**config.mk**
```make
export PLATFORM = sky130hd
export DESIGN_NAME = color_track_bbox_flat
export DESIGN_NICKNAME = d
export VERILOG_FILES = /design/src/rtl/color_track_bbox_if.sv /design/src/rtl/color_track_bbox.sv /design/src/flat_wrapper.sv
export SDC_FILE = /design/constraint.sdc
export NUM_CORES = 1
export LEC_CHECK = 0
export CAP_MARGIN = 40
export CORE_MARGIN = 5
export CORE_UTILIZATION = 25
export DETAILED_ROUTE_END_ITERATION = 7
export GPL_ROUTABILITY_DRIVEN = 0
export GPL_TIMING_DRIVEN = 0
export PLACE_DENSITY = 0.48
export SLEW_MARGIN = 0
export SYNTH_ARGS = -nofsm -noshare
export SYNTH_HDL_FRONTEND = slang
export SYNTH_SLANG_ARGS = --single-unit
```
**constraint.sdc**
```tcl
create_clock -name clk_25MHz -period 12.56 [get_ports clk_25MHz]
set_input_delay 2.512 -clock clk_25MHz [delete_from_list [all_inputs] [get_ports clk_25MHz]]
set_output_delay 2.512 -clock clk_25MHz [all_outputs]
set_load 0.01 [all_outputs]
```
**src/rtl/color_track_bbox_if.sv**
```systemverilog
// Mask-stream input and bounding-box result bundle for color_track_bbox.
//   master: drives frame_start/pixel_valid/mask_ready/mask, observes results
//   slave : consumes the mask stream, drives box, centre, count and flags
interface color_track_bbox_if #(
    parameter int unsigned CW = 10,
    parameter int unsigned NW = 19
);
    logic          frame_start;
    logic          pixel_valid;
    logic          mask_ready;
    logic          mask;
    logic [CW-1:0] x_min;
    logic [CW-1:0] x_max;
    logic [CW-1:0] y_min;
    logic [CW-1:0] y_max;
    logic [CW-1:0] center_x;
    logic [CW-1:0] center_y;
    logic [NW-1:0] pixel_count;
    logic          bbox_valid;
    logic          frame_done;
    logic          box_edge;

    modport master (
        output frame_start, pixel_valid, mask_ready, mask,
        input  x_min, x_max, y_min, y_max, center_x, center_y,
        input  pixel_count, bbox_valid, frame_done, box_edge
    );

    modport slave (
        input  frame_start, pixel_valid, mask_ready, mask,
        output x_min, x_max, y_min, y_max, center_x, center_y,
        output pixel_count, bbox_valid, frame_done, box_edge
    );
endinterface

```
**src/rtl/color_track_bbox.sv**
```systemverilog
// Per-frame bounding-box extractor for the colour-tracking mask stream.
// Ports:
//   clk_25MHz : pixel clock
//   rst       : synchronous active-high reset
//   bus       : slave side of color_track_bbox_if
//               in : frame_start, pixel_valid, mask_ready, mask
//               out: x_min/x_max/y_min/y_max, center_x/center_y, pixel_count,
//                    bbox_valid, frame_done (1-cycle commit pulse),
//                    box_edge (overlay flag, 1 cycle after the pixel)
module color_track_bbox #(
    parameter int unsigned IMG_WIDTH  = 640,
    parameter int unsigned IMG_HEIGHT = 480,
    parameter int unsigned MIN_PIXELS = 64,
    parameter int unsigned CW         = 10,
    parameter int unsigned NW         = 19
) (
    input logic              clk_25MHz,
    input logic              rst,
    color_track_bbox_if.slave bus
);
    typedef enum logic {ACCUM = 1'b0, COMMIT = 1'b1} state_t;

    state_t        state, state_nxt;
    logic [CW-1:0] x_q, y_q;
    logic [CW-1:0] amin_x, amax_x, amin_y, amax_y;
    logic [NW-1:0] acnt;
    logic [CW-1:0] bx_min, bx_max, by_min, by_max, cx_q, cy_q;
    logic [NW-1:0] cnt_q;
    logic          valid_q, edge_q;

    logic [CW-1:0] cur_x, cur_y, x_nxt, y_nxt;
    logic [CW-1:0] nmin_x, nmax_x, nmin_y, nmax_y;
    logic [NW-1:0] ncnt;
    logic [CW:0]   sum_x, sum_y;
    logic          hit_c, last_c, commit_c, edge_c;

    // State register; COMMIT is the one cycle following the last pixel
    always_ff @(posedge clk_25MHz) begin
        if (rst) state <= ACCUM;
        else     state <= state_nxt;
    end

    // Next state, raster advance, accumulator next values and overlay test
    always_comb begin
        state_nxt = ACCUM;
        commit_c  = 1'b0;
        cur_x     = bus.frame_start ? '0 : x_q;
        cur_y     = bus.frame_start ? '0 : y_q;
        x_nxt     = cur_x;
        y_nxt     = cur_y;
        hit_c     = bus.pixel_valid & bus.mask_ready & (bus.mask === 1'b1);
        last_c    = bus.pixel_valid && (cur_x == CW'(IMG_WIDTH - 1))
                                    && (cur_y == CW'(IMG_HEIGHT - 1));
        nmin_x    = bus.frame_start ? '1 : amin_x;
        nmax_x    = bus.frame_start ? '0 : amax_x;
        nmin_y    = bus.frame_start ? '1 : amin_y;
        nmax_y    = bus.frame_start ? '0 : amax_y;
        ncnt      = bus.frame_start ? '0 : acnt;

        if (hit_c) begin
            if (cur_x < nmin_x) nmin_x = cur_x;
            if (cur_x > nmax_x) nmax_x = cur_x;
            if (cur_y < nmin_y) nmin_y = cur_y;
            if (cur_y > nmax_y) nmax_y = cur_y;
            if (ncnt != {NW{1'b1}}) ncnt = ncnt + NW'(1);
        end

        if (bus.pixel_valid) begin
            if (cur_x == CW'(IMG_WIDTH - 1)) begin
                x_nxt = '0;
                y_nxt = (cur_y == CW'(IMG_HEIGHT - 1)) ? '0 : cur_y + CW'(1);
            end else begin
                x_nxt = cur_x + CW'(1);
            end
        end

        // frame_start discards the frame, so it suppresses the commit
        if (last_c && !bus.frame_start) begin
            state_nxt = COMMIT;
            commit_c  = 1'b1;
        end

        // Centre from the values being committed, floor of the (CW+1)-bit sum
        sum_x = {1'b0, nmin_x} + {1'b0, nmax_x};
        sum_y = {1'b0, nmin_y} + {1'b0, nmax_y};

        // Outline test against the previously committed box
        edge_c = bus.pixel_valid && valid_q &&
                 ((((cur_x == bx_min) || (cur_x == bx_max)) &&
                   (cur_y >= by_min) && (cur_y <= by_max)) ||
                  (((cur_y == by_min) || (cur_y == by_max)) &&
                   (cur_x >= bx_min) && (cur_x <= bx_max)));
    end

    // Raster position, accumulators, committed result and overlay flag.
    // The commit edge also clears the accumulators, so a pixel arriving in
    // the COMMIT cycle lands in a fresh frame.
    always_ff @(posedge clk_25MHz) begin
        if (rst) begin
            x_q     <= '0;
            y_q     <= '0;
            amin_x  <= '1;
            amax_x  <= '0;
            amin_y  <= '1;
            amax_y  <= '0;
            acnt    <= '0;
            bx_min  <= '0;
            bx_max  <= '0;
            by_min  <= '0;
            by_max  <= '0;
            cx_q    <= '0;
            cy_q    <= '0;
            cnt_q   <= '0;
            valid_q <= 1'b0;
            edge_q  <= 1'b0;
        end else begin
            x_q    <= x_nxt;
            y_q    <= y_nxt;
            amin_x <= commit_c ? '1 : nmin_x;
            amax_x <= commit_c ? '0 : nmax_x;
            amin_y <= commit_c ? '1 : nmin_y;
            amax_y <= commit_c ? '0 : nmax_y;
            acnt   <= commit_c ? '0 : ncnt;
            edge_q <= edge_c;
            if (commit_c) begin
                bx_min  <= nmin_x;
                bx_max  <= nmax_x;
                by_min  <= nmin_y;
                by_max  <= nmax_y;
                cx_q    <= sum_x[CW:1];
                cy_q    <= sum_y[CW:1];
                cnt_q   <= ncnt;
                valid_q <= (ncnt >= NW'(MIN_PIXELS));
            end
        end
    end

    assign bus.x_min       = bx_min;
    assign bus.x_max       = bx_max;
    assign bus.y_min       = by_min;
    assign bus.y_max       = by_max;
    assign bus.center_x    = cx_q;
    assign bus.center_y    = cy_q;
    assign bus.pixel_count = cnt_q;
    assign bus.bbox_valid  = valid_q;
    assign bus.frame_done  = (state == COMMIT);
    assign bus.box_edge    = edge_q;
endmodule

```
**src/flat_wrapper.sv**
```systemverilog
// flat-port wrapper written by rule: the top's interface ports become plain ports
module color_track_bbox_flat 
#(
    parameter int unsigned IMG_WIDTH  = 640,
    parameter int unsigned IMG_HEIGHT = 480,
    parameter int unsigned MIN_PIXELS = 64,
    parameter int unsigned CW         = 10,
    parameter int unsigned NW         = 19
)
  (clk_25MHz, rst, bus_frame_start, bus_pixel_valid, bus_mask_ready, bus_mask, bus_x_min, bus_x_max, bus_y_min, bus_y_max, bus_center_x, bus_center_y, bus_pixel_count, bus_bbox_valid, bus_frame_done, bus_box_edge);
  color_track_bbox_if #(.CW(CW), .NW(NW)) bus_i ();
  input logic clk_25MHz;
  input logic rst;
  input wire logic [$bits(bus_i.frame_start)-1:0] bus_frame_start;
  input wire logic [$bits(bus_i.pixel_valid)-1:0] bus_pixel_valid;
  input wire logic [$bits(bus_i.mask_ready)-1:0] bus_mask_ready;
  input wire logic [$bits(bus_i.mask)-1:0] bus_mask;
  output wire logic [$bits(bus_i.x_min)-1:0] bus_x_min;
  output wire logic [$bits(bus_i.x_max)-1:0] bus_x_max;
  output wire logic [$bits(bus_i.y_min)-1:0] bus_y_min;
  output wire logic [$bits(bus_i.y_max)-1:0] bus_y_max;
  output wire logic [$bits(bus_i.center_x)-1:0] bus_center_x;
  output wire logic [$bits(bus_i.center_y)-1:0] bus_center_y;
  output wire logic [$bits(bus_i.pixel_count)-1:0] bus_pixel_count;
  output wire logic [$bits(bus_i.bbox_valid)-1:0] bus_bbox_valid;
  output wire logic [$bits(bus_i.frame_done)-1:0] bus_frame_done;
  output wire logic [$bits(bus_i.box_edge)-1:0] bus_box_edge;
  assign bus_i.frame_start = bus_frame_start;
  assign bus_i.pixel_valid = bus_pixel_valid;
  assign bus_i.mask_ready = bus_mask_ready;
  assign bus_i.mask = bus_mask;
  assign bus_x_min = bus_i.x_min;
  assign bus_x_max = bus_i.x_max;
  assign bus_y_min = bus_i.y_min;
  assign bus_y_max = bus_i.y_max;
  assign bus_center_x = bus_i.center_x;
  assign bus_center_y = bus_i.center_y;
  assign bus_pixel_count = bus_i.pixel_count;
  assign bus_bbox_valid = bus_i.bbox_valid;
  assign bus_frame_done = bus_i.frame_done;
  assign bus_box_edge = bus_i.box_edge;
  color_track_bbox #(.IMG_WIDTH(IMG_WIDTH), .IMG_HEIGHT(IMG_HEIGHT), .MIN_PIXELS(MIN_PIXELS), .CW(CW), .NW(NW)) u_core (.clk_25MHz(clk_25MHz), .rst(rst), .bus(bus_i));
endmodule
```
==> qor.csv, run 1 <==
stage,metric,value,unit
status,status,completed,
placement,Final HPWL DP,26.2,mm
synth,Avg Inst Size Synth,7.86,µm²
floorplanning,chip height,200,µm
timing,final setup TNS,0,ps
timing,# setup viols final,0,
worst_setup_path,FF-to-FF path depth,19,
cells_and_area,layout cells sized above 1,4.48,%
worst_hold_path,Worst Hold Depth,2,
cts,Max H-tree Level,4,
detailed_routing,final WL,34.2,mm
worst_setup_path,crit path launch type,primary input,
cts,Skew-Pair Late Insertion Delay,450,ps
timing,fin crit period,10170,ps
global_route,met2 Track Usage GR,25.5,%
floorplanning,# rows,69,
synth,"Top FF cell, synth",dfxtp_1,
worst_setup_path,critical path type,primary input to flip-flop,
synth,synth unique cells,66,
cts,TritonCTS clock tree,built,
placement,Post-DP Area,10500,µm²
cells_and_area,Filler cells,3796,
timing,final period utilization,81.0,%
synth,synth top area cells,"dfxtp_1 36%, ha_1 11%, nor2_1 6.7%",
detailed_routing,DR WL/cell,19.7,µm
worst_setup_path,worst-path maximum fanout,10,
detailed_routing,final antenna-violating net count,0,
global_route,grt met1 use,23.8,%
cts,hold buffers post-CTS,0,
cells_and_area,fin area,11100,µm²
synth,Synth top area share,35.6,%
cells_and_area,ANT cells,0,
timing,final hold vios,0,
floorplanning,DIE WIDTH,200,µm
power,Pleak,4.35,nW
worst_setup_path,Top delay family on crit path,buffers and inverters,
worst_hold_path,hold_sp,u_core.bus.center_x[2],
timing,worst slew pin tran,910,ps
detailed_routing,total number of vias,8504,
worst_setup_path,FF-to-FF Start,u_core.x_q[2],
worst_setup_path,cell repeated most along the worst path,a21oi_1,
timing,max_slew headroom,38.9,%
synth,Post-synth EDFFs,0,
synth,post-synthesis register bit count,161,
power,VDD IR-drop max,0.0929,mV
worst_hold_path,Min-Delay Endpoint,u_core.bus.center_x[2],
cts,"CTS clk-pin slew, worst paths",80,ps
detailed_routing,Initial DRT Pass Iterations,6,
synth,cells after synthesis,1151,
timing,skew final,16.6,ps
floorplanning,die area,40100,µm²
cts,CTS Root Cell,clkbuf_16,
worst_setup_path,Crit Reg-Reg Endpoint,u_core.bus.center_x[8],
worst_setup_path,max incr delay on CP,710,ps
synth,ys async rst share,0,%
worst_setup_path,"Slowest-stage cell, CP",buf_1,
floorplanning,core area,35700,µm²
detailed_routing,vias per cell,4.90,
global_route,antenna violations before repair,3,
global_route,largest net degree at the start of global routing,18,
worst_setup_path,Worst EP required,12930,ps
worst_setup_path,WP data arrival,10540,ps
detailed_routing,drt drc,0,
synth,YS warnings,0,
cts,CTS sink cnt,161,
global_route,GR Util met3,3.74,%
synth,Syn Nets,1241,
global_route,first-pass GRT wire length,51.6,mm
timing,fmax,98.3,MHz
cts,Longest Clk Path Bufs,2,
cells_and_area,most frequent cells in the layout,"161 x nor2_1, 161 x dfxtp_1, 151 x nand2_1, 107 x a21oi_1, 84 x clkdlybuf4s50_1",
cells_and_area,Area Growth Syn to Fin,23.1,%
global_route,vias in the first global route,8357,
synth,sequential area share after synthesis,35.6,%
power,Power Density,100,nW/µm²
placement,Port Buf Inserts,84,
global_route,GR peak layer,met2,
detailed_routing,DR iter-0 viols,660,
worst_setup_path,Critical path buffers and inverters,8,
synth,Post-Syn Area,9040,µm²
global_route,gr ovfl total,0,
worst_setup_path,worst reg2reg setup slack,7030,ps
cells_and_area,nets,1350,
cts,"Setup Fix Bufs, Post-CTS",0,
floorplanning,Initial Util,25.4,%
global_route,gr usage total,16.7,%
worst_hold_path,Worst Hold Class,flip-flop to flip-flop,
worst_setup_path,crit path capture type,flip-flop,
synth,Synth area leader,dfxtp_1,
floorplanning,IO Count,88,
cts,cts bufs inserted,17,
cts,PostCTS Resize Cnt,0,
timing,Max Slew Vio Count,0,
flow_run,# Max-Cap Violations,0,
timing,RSZ-0062 raised after global routing,false,
how the worst max path moves through the flow:
stage               startpoint                      to  slack [ps]  depth (start not counted)
2_1_floorplan  bus_frame_start  u_core.bus.center_y[9]        4910                         25
3_3_place_gp   bus_frame_start  u_core.bus.center_y[9]        2070                         26
3_5_place_dp   bus_frame_start  u_core.bus.center_y[7]        2130                         26
4_1_cts        bus_frame_start  u_core.bus.center_y[8]        2580                         24
5_1_grt        bus_frame_start  u_core.bus.center_y[7]        2110                         26
6_report       bus_frame_start  u_core.bus.center_y[7]        2390                         26
kinds of logic after synthesis:
group | count (synthesis) | synth area share (%)
and+or+nand+nor | 469 | 23.6
AOI/OAI and AO/OA | 238 | 16.6
DFF | 161 | 35.6
buffers and inverters | 133 | 5.65
adders and majority gates | 84 | 11.8
xor gates and xnor gates | 57 | 5.76
muxes | 9 | 0.996
layer usage:
layer  part of all wire (%)  vias to the layer above
met5                  0.020                        -
met4                    2.0                        2
met3                    6.6                       43
met2                     43                      276
met1                     49                     3998
li1                       -                     4185
cells in the mapped netlist, types with 2 or more instances:
cell type,number
dfxtp_1,161
nor2_1,161
nand2_1,151
a21oi_1,107
ha_1,82
inv_1,73
clkbuf_1,43
xnor2_1,41
nor3_1,39
a211oi_1,36
o21ai_0,25
nand4_1,19
or3_1,19
a21o_1,17
nor2b_1,17
nand3_1,15
xor2_1,14
nand2b_1,12
a31oi_1,9
and3_1,9
buf_2,9
mux2i_1,9
buf_1,8
o221ai_1,6
a22o_1,5
and4_1,5
o31ai_1,4
or4_1,4
and2_1,3
nor4_1,3
o211ai_1,3
or2_2,3
a211o_1,2
a21boi_0,2
a32oi_1,2
fa_1,2
o21a_1,2
area by class of cell:
| class | count | area, µm² | area share (%) |
|---|---|---|---|
| well taps | 461 | 577 | 5.18 |
| plain buffers | 60 | 236 | 2.13 |
| inverters | 73 | 274 | 2.46 |
| clock inverters | 15 | 165 | 1.48 |
| multi-input cells | 857 | 5320 | 47.8 |
| flip-flops and latches | 161 | 3220 | 29.0 |
| repair buffers | 90 | 912 | 8.20 |
| clock buffers | 17 | 425 | 3.82 |
metrics by stage:
stage | std cells | util (%) | power, mW | hold slack (ps) | setup WS, ps
finish | 1734 | 31.2 | 1.12 | 459 | 2390
global route | 1734 | 31.2 | 1.15 | 482 | 2110
CTS | 1734 | 31.2 | 1.13 | 466 | 2580
detailed placement | 1702 | 29.6 | 0.585 | 451 | 2130
global placement | 1696 | 29.3 | 0.584 | 443 | 2070
floorplan | 1151 | - | 0.560 | 468 | 4910
worst register-to-register path, delay by kind of cell, from the launching register on:
kind | cells | cell delay [ps]
AO/OA/AOI/OAI | 10 | 2110
XOR/XNOR | 1 | 130
adder cells (fa/ha/maj) | 2 | 660
buffers and inverters | 2 | 570
flip-flops | 1 | 390
AND/OR/NAND/NOR | 4 | 1550
power breakdown:
part	total, mW	internal (mW)	leakage [nW]	switching (mW)
combinational	0.0597	0.0149	2.76	0.0448
sequential	0.514	0.513	1.30	0.00157
clock	0.541	0.284	0.290	0.257
Power figures use the tool's default switching activity.
==> run 2, diff against run 1 <==
--- a/config.mk
+++ b/config.mk
@@ -11,7 +11,7 @@
 export DETAILED_ROUTE_END_ITERATION = 7
 export GPL_ROUTABILITY_DRIVEN = 0
 export GPL_TIMING_DRIVEN = 0
-export PLACE_DENSITY = 0.48
+export PLACE_DENSITY = 0.5
 export SLEW_MARGIN = 0
 export SYNTH_ARGS = -nofsm -noshare
 export SYNTH_HDL_FRONTEND = slang
==> constraint.sdc (replaced) <==
create_clock -name clk_25MHz -period 9 [get_ports clk_25MHz]
set_input_delay 1.8 -clock clk_25MHz [delete_from_list [all_inputs] [get_ports clk_25MHz]]
set_output_delay 1.8 -clock clk_25MHz [all_outputs]
set_load 0.01 [all_outputs]
==> qor.csv, run 2 (synthesis gave the netlist of run 1 again) <==
stage,metric,value,unit,change
cells_and_area,area occupied by multi-input gates,5320,µm²,unchanged
timing,post-route setup slack,732,ps,-1660 ps
worst_setup_path,worst reg2reg setup slack,3400,ps,-3630 ps
power,Power Density,145,nW/µm²,+45%
worst_setup_path,worst-path maximum fanout,10,,unchanged
worst_setup_path,crit path capture type,flip-flop,,
placement,"worst slack, placed",-652,ps,-2780 ps
floorplanning,core area,35700,µm²,unchanged
cts,PostCTS Resize Cnt,1,,+1
cts,CTS sink cnt,161,,unchanged
cells_and_area,Layout Utilization,31.4,%,+0.16 points
detailed_routing,drt drc,0,,unchanged
timing,hold slack,453,ps,-5.50 ps
cells_and_area,most frequent cells in the layout,"161 x nor2_1, 161 x dfxtp_1, 151 x nand2_1, 107 x a21oi_1, 84 x clkdlybuf4s50_1",,
cts,Skew-Pair Late Insertion Delay,430,ps,-20 ps
cts,Max H-tree Level,4,,unchanged
worst_setup_path,Crit Reg-Reg Endpoint,u_core.bus.center_x[8],,
cts,"Setup Fix Bufs, Post-CTS",0,,unchanged
global_route,first-pass GRT wire length,51.2,mm,-0.82%
worst_hold_path,Worst Hold Class,flip-flop to flip-flop,,
floorplanning,DIE WIDTH,200,µm,unchanged
timing,final setup TNS,0,ps,unchanged
global_route,largest net degree at the start of global routing,17,,-1
floorplanning,IO Count,88,,unchanged
timing,# setup viols final,0,,unchanged
global_route,gr usage total,16.4,%,-0.27 points
power,Internal,1.23,mW,+52%
power,combinational share of power,5.1,%,-0.3 points
worst_hold_path,hold_sp,u_core.bus.center_y[7],,
worst_setup_path,FF-to-FF Start,u_core.x_q[6],,
power,VDD IR-drop max,0.137,mV,+47%
cells_and_area,ANT cells,0,,unchanged
power,Net Sw Power,0.391,mW,+29%
detailed_routing,WL met3,1.88,mm,-17%
timing,skew final,9.64,ps,-6.94 ps
timing,RSZ-0062 raised after global routing,false,,
detailed_routing,DR iter-0 viols,682,,+3.3%
worst_setup_path,WP data arrival,8590,ps,-1950 ps
cts,CTS Root Cell,clkbuf_16,,
timing,final period utilization,91.9,%,
worst_setup_path,FF-to-FF path depth,19,,unchanged
placement,Post-DP Area,10500,µm²,about the same
flow_run,# Max-Cap Violations,0,,unchanged
global_route,antenna violations before repair,1,,-2
worst_setup_path,Worst EP required,9330,ps,-3600 ps
worst_setup_path,critical path type,primary input to flip-flop,,
timing,fin crit period,8270,ps,
timing,fmax,121,MHz,
cells_and_area,Filler cells,3849,,+1.4%
detailed_routing,DR WL/cell,19.4,µm,-1.6%
timing,final hold vios,0,,unchanged
timing,max_slew headroom,41.5,%,+2.6 points
cts,"CTS clk-pin slew, worst paths",70,ps,about the same
floorplanning,die area,40100,µm²,unchanged
placement,Port Buf Inserts,84,,unchanged
cts,Longest Clk Path Bufs,2,,unchanged
detailed_routing,total number of vias,8494,,-0.12%
placement,Final HPWL DP,25.7,mm,-1.8%
cells_and_area,Reg area,3220,µm²,unchanged
timing,worst slew pin tran,871,ps,-38.5 ps
power,Pleak,4.38,nW,+0.72%
power,clock network fraction of design power,50.7,%,+2.2 points
detailed_routing,final WL,33.7,mm,-1.7%
cts,hold buffers post-CTS,0,,unchanged
status,status,completed,,
cts,TritonCTS clock tree,built,,
detailed_routing,WL met1,16.5,mm,-0.82%
cts,cts bufs inserted,17,,unchanged
power,Switching Fraction,24.1,%,-3.1 points
global_route,vias in the first global route,8429,,+0.86%
floorplanning,# rows,69,,unchanged
timing,Max Slew Vio Count,0,,unchanged
worst_hold_path,Min-Delay Endpoint,u_core.bus.center_y[7],,
detailed_routing,vias per cell,4.90,,about the same
cells_and_area,layout cells sized above 1,4.72,%,+0.24 points
worst_setup_path,crit path launch type,primary input,,
power,Sequential Power Share,44.2,%,-1.9 points
detailed_routing,max layer used,met5,,
global_route,gr ovfl total,0,,unchanged
cells_and_area,Area Growth Syn to Fin,23.7,%,
worst_hold_path,Worst Hold Depth,2,,unchanged
detailed_routing,Initial DRT Pass Iterations,5,,-1
cells_and_area,fin area,11200,µm²,+0.52%
detailed_routing,DR WL met2,14.5,mm,-0.69%
cells_and_area,nets,1349,,-0.074%
floorplanning,Initial Util,25.4,%,unchanged
detailed_routing,final antenna-violating net count,0,,unchanged
floorplanning,chip height,200,µm,unchanged
-- run 2: layer usage --
layer	GRT usage, %	vias up
met5	0	-
met4	5.24	2
met3	3.01	46
met2	25.2	237
met1	23.5	4019
li1	-	4190
-- run 2: worst max-delay path, cell delays in order --
cell	delay, ps
buf_2	220
inv_1	370
buf_2	380
buf_1	480
clkbuf_1	670
nand2_1	150
ha_1	310
and4_1	250
o211ai_1	130
nor3_1	270
a211oi_1	110
nor3_1	730
clkbuf_1	470
nor2_1	100
a21oi_1	260
inv_1	90
ha_1	360
o211a_1	160
o211ai_1	110
a32oi_1	520
a211o_1	220
a21oi_1	80
xnor2_1	130
a22o_1	190
-- run 2: through the flow --
stage | std cells | power [mW]
after floorplan | 1151 | 0.782
after global placement | 1696 | 0.815
after detailed placement | 1702 | 0.816
after CTS | 1734 | 1.63
after global routing | 1733 | 1.67
final | 1733 | 1.63
-- run 2: power by group through the flow --
| stage | Combinational (mW) | Clock [mW] | Sequential, mW |
|---|---|---|---|
| CTS | 0.0816 | 0.834 | 0.718 |
| global placement | 0.0804 | 0 | 0.735 |
| global route | 0.0882 | 0.866 | 0.718 |
| floorplan | 0.0477 | 0 | 0.734 |
| detailed placement | 0.0811 | 0 | 0.735 |
| finish | 0.0822 | 0.825 | 0.718 |
-- run 2: worst max-delay path by stage --
| stage | from | endpoint |
|---|---|---|
| CTS | bus_frame_start | u_core.bus.center_y[8] |
| detailed placement | bus_frame_start | u_core.bus.center_y[8] |
| floorplan | bus_frame_start | u_core.bus.center_y[9] |
| global placement | bus_frame_start | u_core.bus.center_y[9] |
| finish | bus_frame_start | u_core.bus.center_x[8] |
| global route | bus_frame_start | u_core.bus.center_y[9] |
-- run 2: cell type report --
class | count | area share (%)
multi-input cells | 857 | 47.5
flip-flops and latches | 161 | 28.8
repair buffers | 90 | 8.09
well taps | 461 | 5.16
clock buffers | 21 | 4.30
inverters | 73 | 2.45
plain buffers | 59 | 2.11
clock inverters | 11 | 1.57
